### src/rtl/pwm_capture.sv
// PWM pulse-train capture: measures high time and period (in clk cycles) of an
// asynchronous input, strobing each complete period and flagging a stuck input.
module pwm_capture #(
    parameter int CBITS = 14
) (
    input  logic             clk,
    input  logic             rst_n,
    input  logic             pwm_in,
    output logic [CBITS-1:0] high_time,
    output logic [CBITS-1:0] period,
    output logic [2:0]       code,
    output logic             meas_valid,
    output logic             stuck_high,
    output logic             stuck_low
);

    typedef enum logic [1:0] {
        WAIT_RISE,
        HIGH,
        LOW
    } state_t;

    localparam logic [CBITS-1:0] CNT_MAX = '1;
    localparam logic [CBITS-1:0] CNT_ONE = CBITS'(1);

    state_t           state;
    logic             s1, s2, s3;
    logic [CBITS-1:0] hcnt, pcnt;
    logic             rise, fall;

    assign rise = s2 & ~s3;
    assign fall = ~s2 & s3;

    // NOTE: every register here is state, so all updates are non-blocking and
    // the synchronizer flops are cleared by reset along with the counters.
    always_ff @(posedge clk) begin
        if (!rst_n) begin
            state      <= WAIT_RISE;
            s1         <= 1'b0;
            s2         <= 1'b0;
            s3         <= 1'b0;
            hcnt       <= '0;
            pcnt       <= '0;
            high_time  <= '0;
            period     <= '0;
            code       <= '0;
            meas_valid <= 1'b0;
            stuck_high <= 1'b0;
            stuck_low  <= 1'b0;
        end else begin
            s1         <= pwm_in;
            s2         <= s1;
            s3         <= s2;
            meas_valid <= 1'b0;

            case (state)
                WAIT_RISE: begin
                    if (rise) begin
                        state      <= HIGH;
                        hcnt       <= CNT_ONE;
                        pcnt       <= CNT_ONE;
                        stuck_high <= 1'b0;
                        stuck_low  <= 1'b0;
                    end
                end

                // Saturation is tested before the edge so pcnt can never wrap
                // and the largest reported period stays at CNT_MAX-1.
                HIGH: begin
                    if (pcnt == CNT_MAX) begin
                        state      <= WAIT_RISE;
                        stuck_high <= 1'b1;
                        stuck_low  <= 1'b0;
                        hcnt       <= '0;
                        pcnt       <= '0;
                    end else if (fall) begin
                        state <= LOW;
                        pcnt  <= pcnt + CNT_ONE;
                    end else begin
                        hcnt <= hcnt + CNT_ONE;
                        pcnt <= pcnt + CNT_ONE;
                    end
                end

                LOW: begin
                    if (pcnt == CNT_MAX) begin
                        state      <= WAIT_RISE;
                        stuck_low  <= 1'b1;
                        stuck_high <= 1'b0;
                        hcnt       <= '0;
                        pcnt       <= '0;
                    end else if (rise) begin
                        state      <= HIGH;
                        high_time  <= hcnt;
                        period     <= pcnt;
                        code       <= hcnt[11:9];
                        meas_valid <= 1'b1;
                        hcnt       <= CNT_ONE;
                        pcnt       <= CNT_ONE;
                    end else begin
                        pcnt <= pcnt + CNT_ONE;
                    end
                end

                default: state <= WAIT_RISE;
            endcase
        end
    end

endmodule

### config.mk
export PLATFORM = sky130hd
export DESIGN_NAME = pwm_capture
export DESIGN_NICKNAME = d
export VERILOG_FILES = /design/src/rtl/pwm_capture.sv
export SDC_FILE = /design/constraint.sdc
export NUM_CORES = 1
export LEC_CHECK = 0
export BUFFER_PORTS_ARGS = -buffer_cell sky130_fd_sc_hd__buf_2
export CAP_MARGIN = 20
export CELL_PAD_IN_SITES_DETAIL_PLACEMENT = 2
export CELL_PAD_IN_SITES_GLOBAL_PLACEMENT = 2
export CORE_MARGIN = 2
export CORE_UTILIZATION = 34
export DETAILED_ROUTE_END_ITERATION = 6
export HOLD_SLACK_MARGIN = 0.05
export PLACE_DENSITY_LB_ADDON = 0.1
export SYNTH_ARGS = -nofsm -noshare
export SYNTH_HDL_FRONTEND = slang
export SYNTH_SLANG_ARGS = --single-unit
### constraint.sdc
create_clock -name clk -period 2.3 [get_ports clk]
set_input_delay 0.23 -clock clk [delete_from_list [all_inputs] [get_ports clk]]
set_output_delay 0.23 -clock clk [all_outputs]
set_load 0.05 [all_outputs]
---- Yosys cells after proc, flatten, opt, wreduce, memory -nomap -nowiden ----
Cells that the tools add are included.
word-level totals
  word-level logic and storage cells ...... 57
  output and inout bits ................... 34
  bits in registers ....................... 67
cells by class
  eq/ne operators ......................... 8
  muxes and demuxes ....................... 21
  add/subtract/negate cells ............... 2
  reduce and logical (&&, ||, !) cells .... 7
  bitwise gates (word level) .............. 7
operators with widths
  operator                                             number
  2-to-1 mux 14 bit                                    8
  one-hot mux 14 bit (3 select lines)                  2
  adder 14 x 1 -> 14 bit, second input constant        2
  equality test 14 bit, second input constant          1
  2-to-1 mux 2 bit                                     4
  != test 2 bit, second input constant                 3
  != test 3 bit, second input constant                 2
  one-hot mux 1 bit (3 select lines)                   2
  one-hot mux 2 bit (3 select lines)                   1
  inverter 1 bit                                       5
  2-to-1 mux 1 bit                                     4
  AND reduction 2 bit                                  2
  AND reduction 4 bit                                  1
  AND reduction 3 bit                                  1
  nonzero test 3 bit                                   1
  OR reduction 3 bit                                   1
  AND 1 bit                                            2
  equality test 2 x 1 -> 1 bit, second input constant  1
  equality test 2 bit, second input constant           1
  logical NOT 2 bit                                    1

---- Depth between registers and ports, before layout ----
Gate-level depths: netlist (run 1).
  depth in word-level cells ............... 5
  gate-level depth with buffers ........... 9
  depth with buffers taken out ............ 7

---- Least setup slack after synthesis (run 1) ----
Ideal clock, no wire load.
  kind .................................... flip-flop to flip-flop
  from .................................... register pcnt[0]
  to ...................................... register hcnt[11]
  arrival ................................. 1953 ps
  slack ................................... 233 ps
  cell stages (with the launch flop) ...... 9
  library setup time ...................... 114 ps
  clock period less this slack ............ 2067 ps
  path through ............................ dfxtp_1 ha_1 clkbuf_1 nand3_1 nor4_4 o221ai_2 and2_4 buf_6 a21o_1
between the ends
  cells in the longest elaborated chain, start to end .. 3
  elaborated cells between the ends (all ways) .. 6
RTL lines
  what                                                                               line    source
  start, declared                                                                    28      logic [CBITS-1:0] hcnt, pcnt;
  start signal, assigned                                                             78      pcnt <= pcnt + CNT_ONE;
  start signal, assigned                                                             81      pcnt <= pcnt + CNT_ONE;
  start signal, assigned                                                             101     pcnt <= pcnt + CNT_ONE;
  equality test 14 bit (*)                                                           70, 86
  2-to-1 mux 14 bit (tied with other cells)                                          86      if (pcnt == CNT_MAX) begin
  one-hot mux 14 bit (3 select lines) / AND reduction 2 bit (equally long branches)  --
  end signal, assigned                                                               80      hcnt <= hcnt + CNT_ONE;
  end, declared                                                                      28
Every way passes the cells marked *; elsewhere a longest branch is shown, timed or not.
A chain may end at the register's enable or synchronous reset.

---- Worst setup path after layout (run 1) ----
  from .................................... register pcnt[0]
  to ...................................... register high_time[8]
between the ends
  cells in the longest elaborated chain, start to end .. 3
RTL lines
  what                                  line  source
  equality test 14 bit                  86
  inverter 1 bit (no source line)       --
  AND reduction 3 bit (no source line)  --
  end signal, assigned                  94    high_time <= hcnt;
  end, declared                         9     output logic [CBITS-1:0] high_time,
Every way passes these cells.

==> results of run 1 <==
[layer usage]
layer  share of wire, %  up-vias  track usage, %
met5                  0        -               0
met4                1.5        0            8.21
met3                2.6       12            3.60
met2                 51       47            34.3
met1                 45     1340            25.3
li1                   -     1288               -
[what timing repair did]
item | CTS | global route
resized for setup | 0 | 7
setup endpoints to repair | 0 | 25
hold endpoints to repair | 0 | 0
[cell families after synthesis]
family | Yosys count | share of synthesized area, %
flops | 64 | 44.6
simple gates | 160 | 27.2
compound gates | 74 | 16.1
fa+ha+maj | 7 | 3.05
mux | 2 | 0.696
buf+inv | 25 | 4.13
xor+xnor | 14 | 4.26
[state kept, by name, indices dropped and copies added (netlist names), 2 cells and up]
name / count
hcnt: 14
high_time: 14
period: 14
state: 2
pcnt: 14
[worst max-delay path by stage]
| stage | endpoint | depth (start not counted) |
|---|---|---|
| after floorplan | hcnt[11] | 8 |
| after global placement | hcnt[6] | 7 |
| after detailed placement | hcnt[2] | 7 |
| after CTS | high_time[8] | 7 |
| after global routing | period[10] | 7 |
| final | high_time[8] | 7 |
[area by class of cell]
| type | instances | area, um^2 | area share, % |
|---|---|---|---|
| flip-flops and latches | 64 | 1280 | 37.6 |
| clock inverters | 7 | 47.5 | 1.40 |
| multi-input cells | 257 | 1510 | 44.3 |
| inverters | 7 | 26.3 | 0.771 |
| clock buffers | 9 | 124 | 3.64 |
| repair buffers | 50 | 285 | 8.38 |
| well taps | 105 | 131 | 3.86 |
[cell usage in the layout (no fill, tap or decap), types with 5 or more instances in the layout]
cell type	n
sky130_fd_sc_hd__nand2_1	74
sky130_fd_sc_hd__o21ai_0	8
sky130_fd_sc_hd__clkbuf_8	9
sky130_fd_sc_hd__nor2_1	22
sky130_fd_sc_hd__o2bb2ai_1	5
sky130_fd_sc_hd__ha_1	7
sky130_fd_sc_hd__buf_4	14
sky130_fd_sc_hd__nand4_1	8
sky130_fd_sc_hd__inv_1	7
sky130_fd_sc_hd__xor2_1	13
sky130_fd_sc_hd__and2_1	6
sky130_fd_sc_hd__nand3_1	13
sky130_fd_sc_hd__dfxtp_1	64
sky130_fd_sc_hd__a21oi_1	39
sky130_fd_sc_hd__buf_2	36
[cells in the mapped netlist (all sizes together), types with 2 or more instances]
| library cell | n |
|---|---|
| or4 | 2 |
| ha | 7 |
| and2 | 7 |
| mux2i | 2 |
| or3 | 4 |
| nor3 | 5 |
| and3 | 3 |
| xor2 | 13 |
| a21oi | 39 |
| a21o | 3 |
| a31oi | 2 |
| nand2 | 75 |
| buf | 9 |
| dfxtp | 64 |
| o2bb2ai | 5 |
| clkbuf | 9 |
| nand3 | 13 |
| nor2b | 3 |
| nor4 | 4 |
| a211oi | 2 |
| o21ai | 9 |
| a32oi | 2 |
| a21boi | 2 |
| nand4b | 2 |
| nor2 | 23 |
| inv | 7 |
| nand2b | 4 |
| nand4 | 9 |
| nor3b | 3 |
[power by group]
part	internal, mW	leakage, nW	switching [mW]
clock	0.390	0.0854	0.474
combinational	0.0342	0.722	0.0764
sequential	1.11	0.516	0.00989
total	1.54	1.32	0.560
[through the flow]
| stage | worst slack [ns] | instances |
|---|---|---|
| final | 0.143 | 499 |
| after global routing | -0.0243 | 499 |
| after CTS | 0.0973 | 499 |
| after detailed placement | 0.124 | 483 |
| after global placement | 0.217 | 483 |
| after floorplan | 0.233 | 346 |
[critical path: cells and delay by family, from the launching register on]
family | cells | cell delay (ns)
DFF | 1 | 0.45
AOI/OAI and AO/OA | 1 | 0.16
adders and majority gates | 1 | 0.22
buffers and inverters | 1 | 0.27
and+or+nand+nor | 4 | 0.98
==> results.md, run 1 <==
### Run status
* result of the run: complete, no violations

### Setup path
* Critical Setup Path Class: reg2reg
* slowest cell on the critical path: sky130_fd_sc_hd__or4_4
* most used cell along the critical path: sky130_fd_sc_hd__nand3_1
* Req. time, crit path: 2.57 ns
* kind of end point of the critical path: flop
* largest stage delay on the critical path: 0.52 ns
* Crit Path Max Fanout: 20
* ordered list of cells on the worst path: ha_1 > nand3_1 > or4_4 > nand3_1 > buf_4 > nand2_1 > a21oi_1
* Worst R2R Path Depth: 7
* worst reg2reg path endpoint: high_time[8]
* endpoint arrival time on the critical path: 2.42 ns
* startpoint kind of the worst setup timing path: flop
* startpoint of the lowest-slack register-to-register path: pcnt[0]
* flop2flop setup slack: 0.14 ns
* worst setup path start: pcnt[0]

### Yosys
* Syn Area/Cell: 8.31 um^2
* gate count of the mapped netlist: 346
* post-synthesis sequential area ratio: 44.6%
* number of nets produced by synthesis: 356
* most area-hungry cell type in the Yosys netlist: sky130_fd_sc_hd__dfxtp_1
* synth warn: 0
* count of distinct cell types in the synthesized netlist: 49
* Mapped Area: 2880 um^2
* share of the synthesized area in the top cell type: 44.6%
* share of synthesized registers carrying an async set or reset: 0%
* most common flop cell mapped by yosys: sky130_fd_sc_hd__dfxtp_1
* number of synthesized register bits: 64
* number of enable-type register cells in the synthesized netlist: 0
* Area contributors post-synth: sky130_fd_sc_hd__dfxtp_1 (45%), sky130_fd_sc_hd__nand2_1 (9.8%), sky130_fd_sc_hd__a21oi_1 (6.8%)

### Job
* Max Cap Violations: 0

### Layout
* Area growth, synth to finish: 18.5%
* final-stage net count: 399
* antenna cell count: 0
* fraction of layout cells with a size suffix above 1: 19.5%
* number of inserted filler cells in the final layout: 975
* Final Util: 41.4%
* final design area excluding fillers: 3410 um^2

### Clock tree
* clock latency reported for the late side of the worst-skew pair: 0.34 ns
* Reg clk slew, reported paths: 0.07 ns
* clock tree from TritonCTS: built
* number of hold-repair buffers added at the cts stage: 0
* number of buffers inserted during clock tree synthesis: 9
* sink count of the clock tree: 64
* deepest level of the CTS H-tree: 3
* buffers inserted by post-CTS timing repair: 0
* library cell used as clock root buffer: sky130_fd_sc_hd__clkbuf_8
* Longest Clk Path Bufs: 2

### Pwr
* P_leak: 1.32 nW
* Peak supply drop: 265 uV
* total chip power: 2.10 mW
* power density over the cells: 616 nW/um^2

### Global routing
* wire length of the first global-routing pass: 14000 um
* maximum number of pins on one net before global-route repair: 40
* initial antenna violation count: 0
* GRT overflow: 0
* All-Layer GR Usage: 20.2%
* via count of the first global-routing pass: 2733

### Timing
* Worst Max-Slew Pin Slew: 0.648 ns
* Final Max Tran Viols: 0
* relative max-transition margin: 56.7%
* final hold violation count: 0
* final count of negative-setup-slack endpoints: 0
* final sum of negative setup slack: 0 ns
* maximum clock skew at final layout: 0.00812 ns
* highest clock rate: 464 MHz
* final worst hold slack: 0.102 ns
* final worst-path cycle share: 93.8%
* Final Critical Period: 2.16 ns

### Place
* DP Area: 3200 um^2
* # port buffers: 36
* GPL Wtd Cong: 0.766
* hpwl dp: 6320 um

### Floorplan
* initial standard-cell utilization of the core: 35.0%
* core area: 8220 um^2
* boundary pin count: 37
* full die area: 9210 um^2
* chip width: 96.0 um
* height of the chip: 96.0 um
* site row count: 33

### Min path
* end point of the worst hold path: s1
* worst hold path stage count: 2
* class of the tightest hold or removal check: in2reg
* startpoint of the worst hold path: pwm_in

### Route
* average wire per cell in the routed design: 17.4 um
* Initial DRC Count: 64
* detailed-route via count: 2687
* total iterations of the first detailed-routing run: 4
* Final Routed Wirelength: 8690 um
* DRC violations left: 0
* Final ANT Viol Nets: 0
* via count normalized by instance count: 5.38

No activity file was read; power rests on OpenSTA's default activity.
==> run 2: changes to the inputs <==
--- a/config.mk
+++ b/config.mk
@@ -5,12 +5,13 @@
 export SDC_FILE = /design/constraint.sdc
 export NUM_CORES = 1
 export LEC_CHECK = 0
+export ABC_AREA = 1
 export BUFFER_PORTS_ARGS = -buffer_cell sky130_fd_sc_hd__buf_2
 export CAP_MARGIN = 20
 export CELL_PAD_IN_SITES_DETAIL_PLACEMENT = 2
 export CELL_PAD_IN_SITES_GLOBAL_PLACEMENT = 2
 export CORE_MARGIN = 2
-export CORE_UTILIZATION = 34
+export CORE_UTILIZATION = 33
 export DETAILED_ROUTE_END_ITERATION = 6
 export HOLD_SLACK_MARGIN = 0.05
 export PLACE_DENSITY_LB_ADDON = 0.1
==> results.md, run 2 <==
### Setup path
* Critical Setup Path Class: reg2reg, unchanged
* Crit Path Max Fanout: 27, was 20
* slowest cell on the critical path: sky130_fd_sc_hd__dfxtp_1, was sky130_fd_sc_hd__or4_4
* Req. time, crit path: 2.53 ns, was 2.57 ns
* endpoint arrival time on the critical path: 2.06 ns, was 2.42 ns
* flop2flop setup slack: 0.47 ns, was 0.14 ns
* Bufs and invs on worst path: 2, was 1
* largest stage delay on the critical path: 0.44 ns, was 0.52 ns
* ordered list of cells on the worst path: ha_1 > nand3_2 > nor2_4 > nand2_4 > nand2_2 > inv_2 > nand2_2 > buf_12 > nand2_1 > nor2_1 > nor2_1, was ha_1 > nand3_1 > or4_4 > nand3_1 > buf_4 > nand2_1 > a21oi_1
* kind of end point of the critical path: flop, unchanged
* startpoint kind of the worst setup timing path: flop, unchanged
* Crit path max-delay family: simple AND/OR/NAND/NOR gates, unchanged

### Global routing
* wire length of the first global-routing pass: 15500 um, was 14000 um
* global route hottest layer: met2, unchanged
* All-Layer GR Usage: 19.1%, was 20.2%
* met2 capacity usage during global routing: 30.8%, was 34.3%
* met1 Usage GRT: 26.6%, was 25.3%
* maximum number of pins on one net before global-route repair: 33, was 40
* initial antenna violation count: 0, unchanged
* via count of the first global-routing pass: 3050, was 2733
* GRT overflow: 0, unchanged
* met3 Resource Use GR: 2.80%, was 3.60%

### Clock tree
* library cell used as clock root buffer: sky130_fd_sc_hd__clkbuf_8, unchanged
* Reg clk slew, reported paths: 0.08 ns, was 0.07 ns
* Longest Clk Path Bufs: 2, unchanged
* clock latency reported for the late side of the worst-skew pair: 0.34 ns, about the same
* clock tree from TritonCTS: built, unchanged
* deepest level of the CTS H-tree: 3, unchanged
* number of buffers inserted during clock tree synthesis: 9, unchanged
* sink count of the clock tree: 64, unchanged
* number of instances resized during post-cts repair: 0, unchanged
* number of hold-repair buffers added at the cts stage: 0, unchanged
* buffers inserted by post-CTS timing repair: 0, unchanged

### Floorplan
* height of the chip: 102 um, was 96.0 um
* boundary pin count: 37, unchanged
* initial standard-cell utilization of the core: 34.1%, was 35.0%
* site row count: 35, was 33
* core area: 9280 um^2, was 8220 um^2
* full die area: 10400 um^2, was 9210 um^2
* chip width: 102 um, was 96.0 um

### Layout
* most frequent cells in the layout: sky130_fd_sc_hd__nand2_1 (109), sky130_fd_sc_hd__dfxtp_1 (64), sky130_fd_sc_hd__nand3_1 (50), was sky130_fd_sc_hd__nand2_1 (74), sky130_fd_sc_hd__dfxtp_1 (64), sky130_fd_sc_hd__a21oi_1 (39)
* antenna cell count: 0, unchanged
* most common cell after layout, fill and taps aside: sky130_fd_sc_hd__nand2_1, unchanged
* fraction of layout cells with a size suffix above 1: 19.2%, was 19.5%
* number of inserted filler cells in the final layout: 1123, was 975
* final-stage net count: 473, was 399
* Area growth, synth to finish: 14.7%, was 18.5%

### Place
* # port buffers: 36, unchanged
* hpwl dp: 6730 um, was 6320 um
* GPL Wtd Cong: 0.777, was 0.766

### Yosys
* number of synthesized register bits: 64, unchanged
* synth warn: 0, unchanged
* most area-hungry cell type in the Yosys netlist: sky130_fd_sc_hd__dfxtp_1, unchanged
* post-synthesis sequential area ratio: 40.5%, was 44.6%
* count of distinct cell types in the synthesized netlist: 32, was 49
* share of synthesized registers carrying an async set or reset: 0%, unchanged
* most frequent cell after synthesis: sky130_fd_sc_hd__nand2_1, unchanged
* gate count of the mapped netlist: 429, was 346
* most common flop cell mapped by yosys: sky130_fd_sc_hd__dfxtp_1, unchanged
* Area contributors post-synth: sky130_fd_sc_hd__dfxtp_1 (40%), sky130_fd_sc_hd__nand2_1 (13%), sky130_fd_sc_hd__nand3_1 (7.9%), was sky130_fd_sc_hd__dfxtp_1 (45%), sky130_fd_sc_hd__nand2_1 (9.8%), sky130_fd_sc_hd__a21oi_1 (6.8%)
* number of nets produced by synthesis: 439, was 356
* number of enable-type register cells in the synthesized netlist: 0, unchanged
* share of the synthesized area in the top cell type: 40.5%, was 44.6%
* Syn Area/Cell: 7.38 um^2, was 8.31 um^2
* Commonest cells post-synth: sky130_fd_sc_hd__nand2_1 (109), sky130_fd_sc_hd__dfxtp_1 (64), sky130_fd_sc_hd__nand3_1 (50), sky130_fd_sc_hd__a21oi_1 (44), sky130_fd_sc_hd__nor2_1 (36), was sky130_fd_sc_hd__nand2_1 (75), sky130_fd_sc_hd__dfxtp_1 (64), sky130_fd_sc_hd__a21oi_1 (39), sky130_fd_sc_hd__nor2_1 (23)
* Mapped Area: 3170 um^2, was 2880 um^2

### Pwr
* power density over the cells: 649 nW/um^2, was 616 nW/um^2
* total chip power: 2.36 mW, was 2.10 mW
* P_leak: 1.45 nW, was 1.32 nW
* Peak supply drop: 248 uV, was 265 uV

### Route
* total iterations of the first detailed-routing run: 4, unchanged
* average wire per cell in the routed design: 15.5 um, was 17.4 um
* Initial DRC Count: 67, was 64
* DRC violations left: 0, unchanged
* detailed-route via count: 2921, was 2687
* Final ANT Viol Nets: 0, unchanged
* Final Routed Wirelength: 9260 um, was 8690 um
* via count normalized by instance count: 4.89, was 5.38

### Timing
* final hold violation count: 0, unchanged
* maximum clock skew at final layout: 0.00910 ns, was 0.00812 ns
* Final Critical Period: 1.83 ns, was 2.16 ns
* final worst-path cycle share: 79.5%, was 93.8%
* unrepaired setup endpoints after global routing: no
* Final Max Tran Viols: 0, unchanged
* final count of negative-setup-slack endpoints: 0, unchanged
* highest clock rate: 547 MHz, was 464 MHz
* final sum of negative setup slack: 0 ns, unchanged
* relative max-transition margin: 62.3%, was 56.7%
* Worst Max-Slew Pin Slew: 0.560 ns, was 0.648 ns

### Job
* Max Cap Violations: 0, unchanged

### Run status
* result of the run: complete, no violations, unchanged

### Min path
* class of the tightest hold or removal check: in2reg, unchanged

## run 2: layer usage
metal	vias up	share of wire, %
li1	1456	-
met1	1403	51
met2	51	45
met3	11	2.9
met4	0	1.2
met5	-	0
## run 2: worst reg2reg max path: stages, from the launching register on
cell and delay [ns]:
sky130_fd_sc_hd__dfxtp_1 0.44, sky130_fd_sc_hd__ha_1 0.23, sky130_fd_sc_hd__nand3_2 0.11, sky130_fd_sc_hd__nor2_4 0.19
sky130_fd_sc_hd__nand2_4 0.09, sky130_fd_sc_hd__nand2_2 0.10, sky130_fd_sc_hd__inv_2 0.05, sky130_fd_sc_hd__nand2_2 0.11
sky130_fd_sc_hd__buf_12 0.19, sky130_fd_sc_hd__nand2_1 0.07, sky130_fd_sc_hd__nor2_1 0.11, sky130_fd_sc_hd__nor2_1 0.04
## run 2: logic make-up after synthesis
kind of cell    Yosys count  share of synthesized area (%)
simple gates            224                           32.4
fa+ha+maj                 7                           2.77
flops                    64                           40.5
compound gates           64                           11.3
xor+xnor                 13                           3.60
buf+inv                  57                           9.40
## run 2: area by class of cell
class	count	area, um^2	area share (%)
tap	129	161	4.44
timing repair buffer	43	258	7.09
clock inverter	5	55.1	1.52
inverter	37	139	3.82
clock buffer	11	151	4.17
sequential	64	1280	35.3
multi-input combinational	308	1590	43.7
## run 2: worst paths after layout
path | start | end | cells past startpoint
setup / recovery | pcnt[0] | pcnt[0] | 11
hold / removal | pwm_in | s1 | 3
setup reg to reg | pcnt[0] | pcnt[0] | 11
hold reg to reg | s1 | s2 | 2
## run 2: where the power goes
part	internal, mW	switching, mW
Sequential	1.12	0.0158
Combinational	0.0529	0.147
Clock	0.556	0.466
## run 2: through the flow
stage / hold slack (ns) / area [um^2] / cells / utilization (%) / setup slack, ns
2_1_floorplan: 0.328 / 3170 / 429 / - / 0.749
3_3_place_gp: 0.399 / 3430 / 581 / 36.9 / 0.558
3_5_place_dp: 0.405 / 3430 / 581 / 36.9 / 0.459
4_1_cts: 0.0642 / 3630 / 597 / 39.1 / 0.444
5_1_grt: 0.0806 / 3630 / 597 / 39.1 / 0.266
6_report: 0.0720 / 3630 / 597 / 39.1 / 0.472
==> run 3: changes to the inputs <==
--- a/config.mk
+++ b/config.mk
@@ -5,13 +5,13 @@
 export SDC_FILE = /design/constraint.sdc
 export NUM_CORES = 1
 export LEC_CHECK = 0
-export ABC_AREA = 1
+export ABC_AREA = 0
 export BUFFER_PORTS_ARGS = -buffer_cell sky130_fd_sc_hd__buf_2
 export CAP_MARGIN = 20
 export CELL_PAD_IN_SITES_DETAIL_PLACEMENT = 2
 export CELL_PAD_IN_SITES_GLOBAL_PLACEMENT = 2
 export CORE_MARGIN = 2
-export CORE_UTILIZATION = 33
+export CORE_UTILIZATION = 34
 export DETAILED_ROUTE_END_ITERATION = 6
 export HOLD_SLACK_MARGIN = 0.05
 export PLACE_DENSITY_LB_ADDON = 0.1
==> constraint.sdc (replaced) <==
create_clock -name clk -period 1.7 [get_ports clk]
set_input_delay 0.17 -clock clk [delete_from_list [all_inputs] [get_ports clk]]
set_output_delay 0.17 -clock clk [all_outputs]
set_load 0.05 [all_outputs]
==> results.md, run 3 (synthesized netlist as in run 1, its figures left out) <==
### Timing
* final worst-path cycle share: 113%, was 79.5%
* final hold violation count: 0, unchanged
* final count of negative-setup-slack endpoints: 60, was 0
* final worst hold slack: 0.335 ns, was 0.0720 ns
* unrepaired setup endpoints after global routing: yes, was no
* Final Critical Period: 1.91 ns, was 1.83 ns
* relative max-transition margin: 64.2%, was 62.3%
* Final Max Tran Viols: 0, unchanged
* maximum clock skew at final layout: 0.0123 ns, was 0.00910 ns
* final worst setup slack: -0.214 ns, was 0.472 ns
* highest clock rate: 522 MHz, was 547 MHz
* Worst Max-Slew Pin Slew: 0.532 ns, was 0.560 ns

### Min path
* end point of the worst hold path: s1, unchanged
* class of the tightest hold or removal check: in2reg, unchanged
* startpoint of the worst hold path: rst_n, was pwm_in
* worst hold path stage count: 3, unchanged

### Route
* Initial DRC Count: 164, was 67
* via count normalized by instance count: 5.78, was 4.89
* total iterations of the first detailed-routing run: 4, unchanged
* average wire per cell in the routed design: 29.7 um, was 15.5 um
* Final Routed Wirelength: 17000 um, was 9260 um
* Final ANT Viol Nets: 0, unchanged
* detailed-route via count: 3309, was 2921
* DRC violations left: 0, unchanged

### Layout
* multi-input gate area in the final layout: 1930 um^2, was 1590 um^2
* register cell area after layout: 1300 um^2, was 1280 um^2
* final-stage net count: 472, was 473
* antenna cell count: 0, unchanged
* Final Util: 54.9%, was 39.1%
* fraction of layout cells with a size suffix above 1: 49.5%, was 19.2%
* number of inserted filler cells in the final layout: 841, was 1123
* most frequent cells in the layout: sky130_fd_sc_hd__buf_4 (71), sky130_fd_sc_hd__nand2_1 (50), sky130_fd_sc_hd__dfxtp_1 (50), was sky130_fd_sc_hd__nand2_1 (109), sky130_fd_sc_hd__dfxtp_1 (64), sky130_fd_sc_hd__nand3_1 (50)
* most common cell after layout, fill and taps aside: sky130_fd_sc_hd__buf_4, was sky130_fd_sc_hd__nand2_1
* Area growth, synth to finish: 56.7%, was 14.7%

### Global routing
* initial antenna violation count: 0, unchanged
* via count of the first global-routing pass: 3565, was 3050
* wire length of the first global-routing pass: 20500 um, was 15500 um
* All-Layer GR Usage: 30.9%, was 19.1%
* GRT overflow: 0, unchanged
* maximum number of pins on one net before global-route repair: 40, was 33

### Floorplan
* full die area: 9210 um^2, was 10400 um^2
* boundary pin count: 37, unchanged
* site row count: 33, was 35
* chip width: 96.0 um, was 102 um
* core area: 8220 um^2, was 9280 um^2
* initial standard-cell utilization of the core: 35.0%, was 34.1%
* height of the chip: 96.0 um, was 102 um

### Setup path
* Crit Path Max Fanout: 6, was 27
* Critical Setup Path Class: reg2reg, unchanged
* startpoint of the lowest-slack register-to-register path: pcnt[1], was pcnt[0]
* Req. time, crit path: 1.94 ns, was 2.53 ns
* Worst R2R Path Depth: 8, was 11
* kind of end point of the critical path: flop, unchanged
* endpoint arrival time on the critical path: 2.15 ns, was 2.06 ns
* startpoint kind of the worst setup timing path: flop, unchanged
* worst reg2reg path endpoint: stuck_high, was pcnt[0]
* flop2flop setup slack: -0.21 ns, was 0.47 ns

### Run status
* result of the run: complete, but fails checks, was complete, no violations
* violations in the final reports: setup timing

### Clock tree
* number of buffers inserted during clock tree synthesis: 9, unchanged
* deepest level of the CTS H-tree: 3, unchanged
* Longest Clk Path Bufs: 2, unchanged
* sink count of the clock tree: 64, unchanged
* library cell used as clock root buffer: sky130_fd_sc_hd__clkbuf_8, unchanged
* clock latency reported for the late side of the worst-skew pair: 0.38 ns, was 0.34 ns
* clock tree from TritonCTS: built, unchanged
* Reg clk slew, reported paths: 0.09 ns, was 0.08 ns

### Pwr
* Peak supply drop: 366 uV, was 248 uV
* total chip power: 3.14 mW, was 2.36 mW
* P_leak: 1.86 nW, was 1.45 nW
* power density over the cells: 697 nW/um^2, was 649 nW/um^2

### Place
* GPL Wtd Cong: 0.864, was 0.777
* # port buffers: 36, unchanged
* hpwl dp: 7000 um, was 6730 um

### Job
* Max Cap Violations: 0, unchanged

## run 3: cell count changes in the layout (fill, tap and decap cells not counted), moves of 12 or more
| cell | delta |
|---|---|
| sky130_fd_sc_hd__dfxtp_2 | +12 |
| sky130_fd_sc_hd__buf_4 | +66 |
| sky130_fd_sc_hd__inv_1 | -28 |
| sky130_fd_sc_hd__nor2_1 | -18 |
| sky130_fd_sc_hd__dfxtp_1 | -14 |
| sky130_fd_sc_hd__nand3_1 | -42 |
| sky130_fd_sc_hd__nand2_1 | -59 |
## run 3: worst max path at each step
stage / cells after the start / slack [ns] / end / start
after floorplan: 8 / -0.23 / hcnt[11] / pcnt[1]
after global placement: 6 / -0.11 / period[11] / pcnt[7]
after detailed placement: 6 / -0.23 / period[6] / pcnt[7]
after CTS: 8 / -0.06 / hcnt[0] / pcnt[0]
after global routing: 8 / -0.27 / stuck_low / pcnt[0]
final: 8 / -0.21 / stuck_high / pcnt[1]
## run 3: through the flow
step                      std cells  area, um^2  TNS (ns)  setup WS (ns)
final                           572        4510     -8.15         -0.214
after global routing            572        4510    -10.70         -0.272
after CTS                       564        4150    -0.977        -0.0645
after detailed placement        540        3660     -8.31         -0.227
after global placement          540        3660     -4.23         -0.110
after floorplan                 346        2910     -5.50         -0.230
## run 3: critical path, stage by stage, from the launching register on
cell and delay [ns]:
sky130_fd_sc_hd__dfxtp_2 0.37, sky130_fd_sc_hd__ha_4 0.17, sky130_fd_sc_hd__nand3_4 0.10, sky130_fd_sc_hd__nor4_4 0.32
sky130_fd_sc_hd__buf_6 0.19, sky130_fd_sc_hd__buf_6 0.11, sky130_fd_sc_hd__o211ai_1 0.16, sky130_fd_sc_hd__mux2i_1 0.26
sky130_fd_sc_hd__nor2_1 0.09
## run 3: area by class of cell
type,count,share of cell area (%)
clock buffers,10,3.05
clock inverters,6,0.972
inverters,7,0.583
multi-input cells,257,42.8
flip-flops and latches,64,28.9
well taps,105,2.92
repair buffers,123,20.8
## run 3: layer usage
metal	track usage, %	share of wire (%)	wire [um]	up-vias
li1	-	-	-	1440
met1	35.3	40	6810	1690
met2	54.1	51	8620	126
met3	5.72	4.8	819	53
met4	16.9	4.3	736	0
met5	0	0	0	-
## run 3: power breakdown
group          leakage, nW  internal (mW)  switching (mW)  total, mW
clock network       0.0809          0.571           0.743       1.31
registers            0.524           1.51          0.0130       1.52
logic                 1.26          0.121           0.187      0.308
## run 3: repair_timing
action	4_1_cts	5_1_grt
cloned	1	1
setup endpoints to repair	60	60
setup buffers	6	7
hold endpoints to repair	1	0
pin swaps	15	23
resized for setup	62	71
hold buffers	1	0
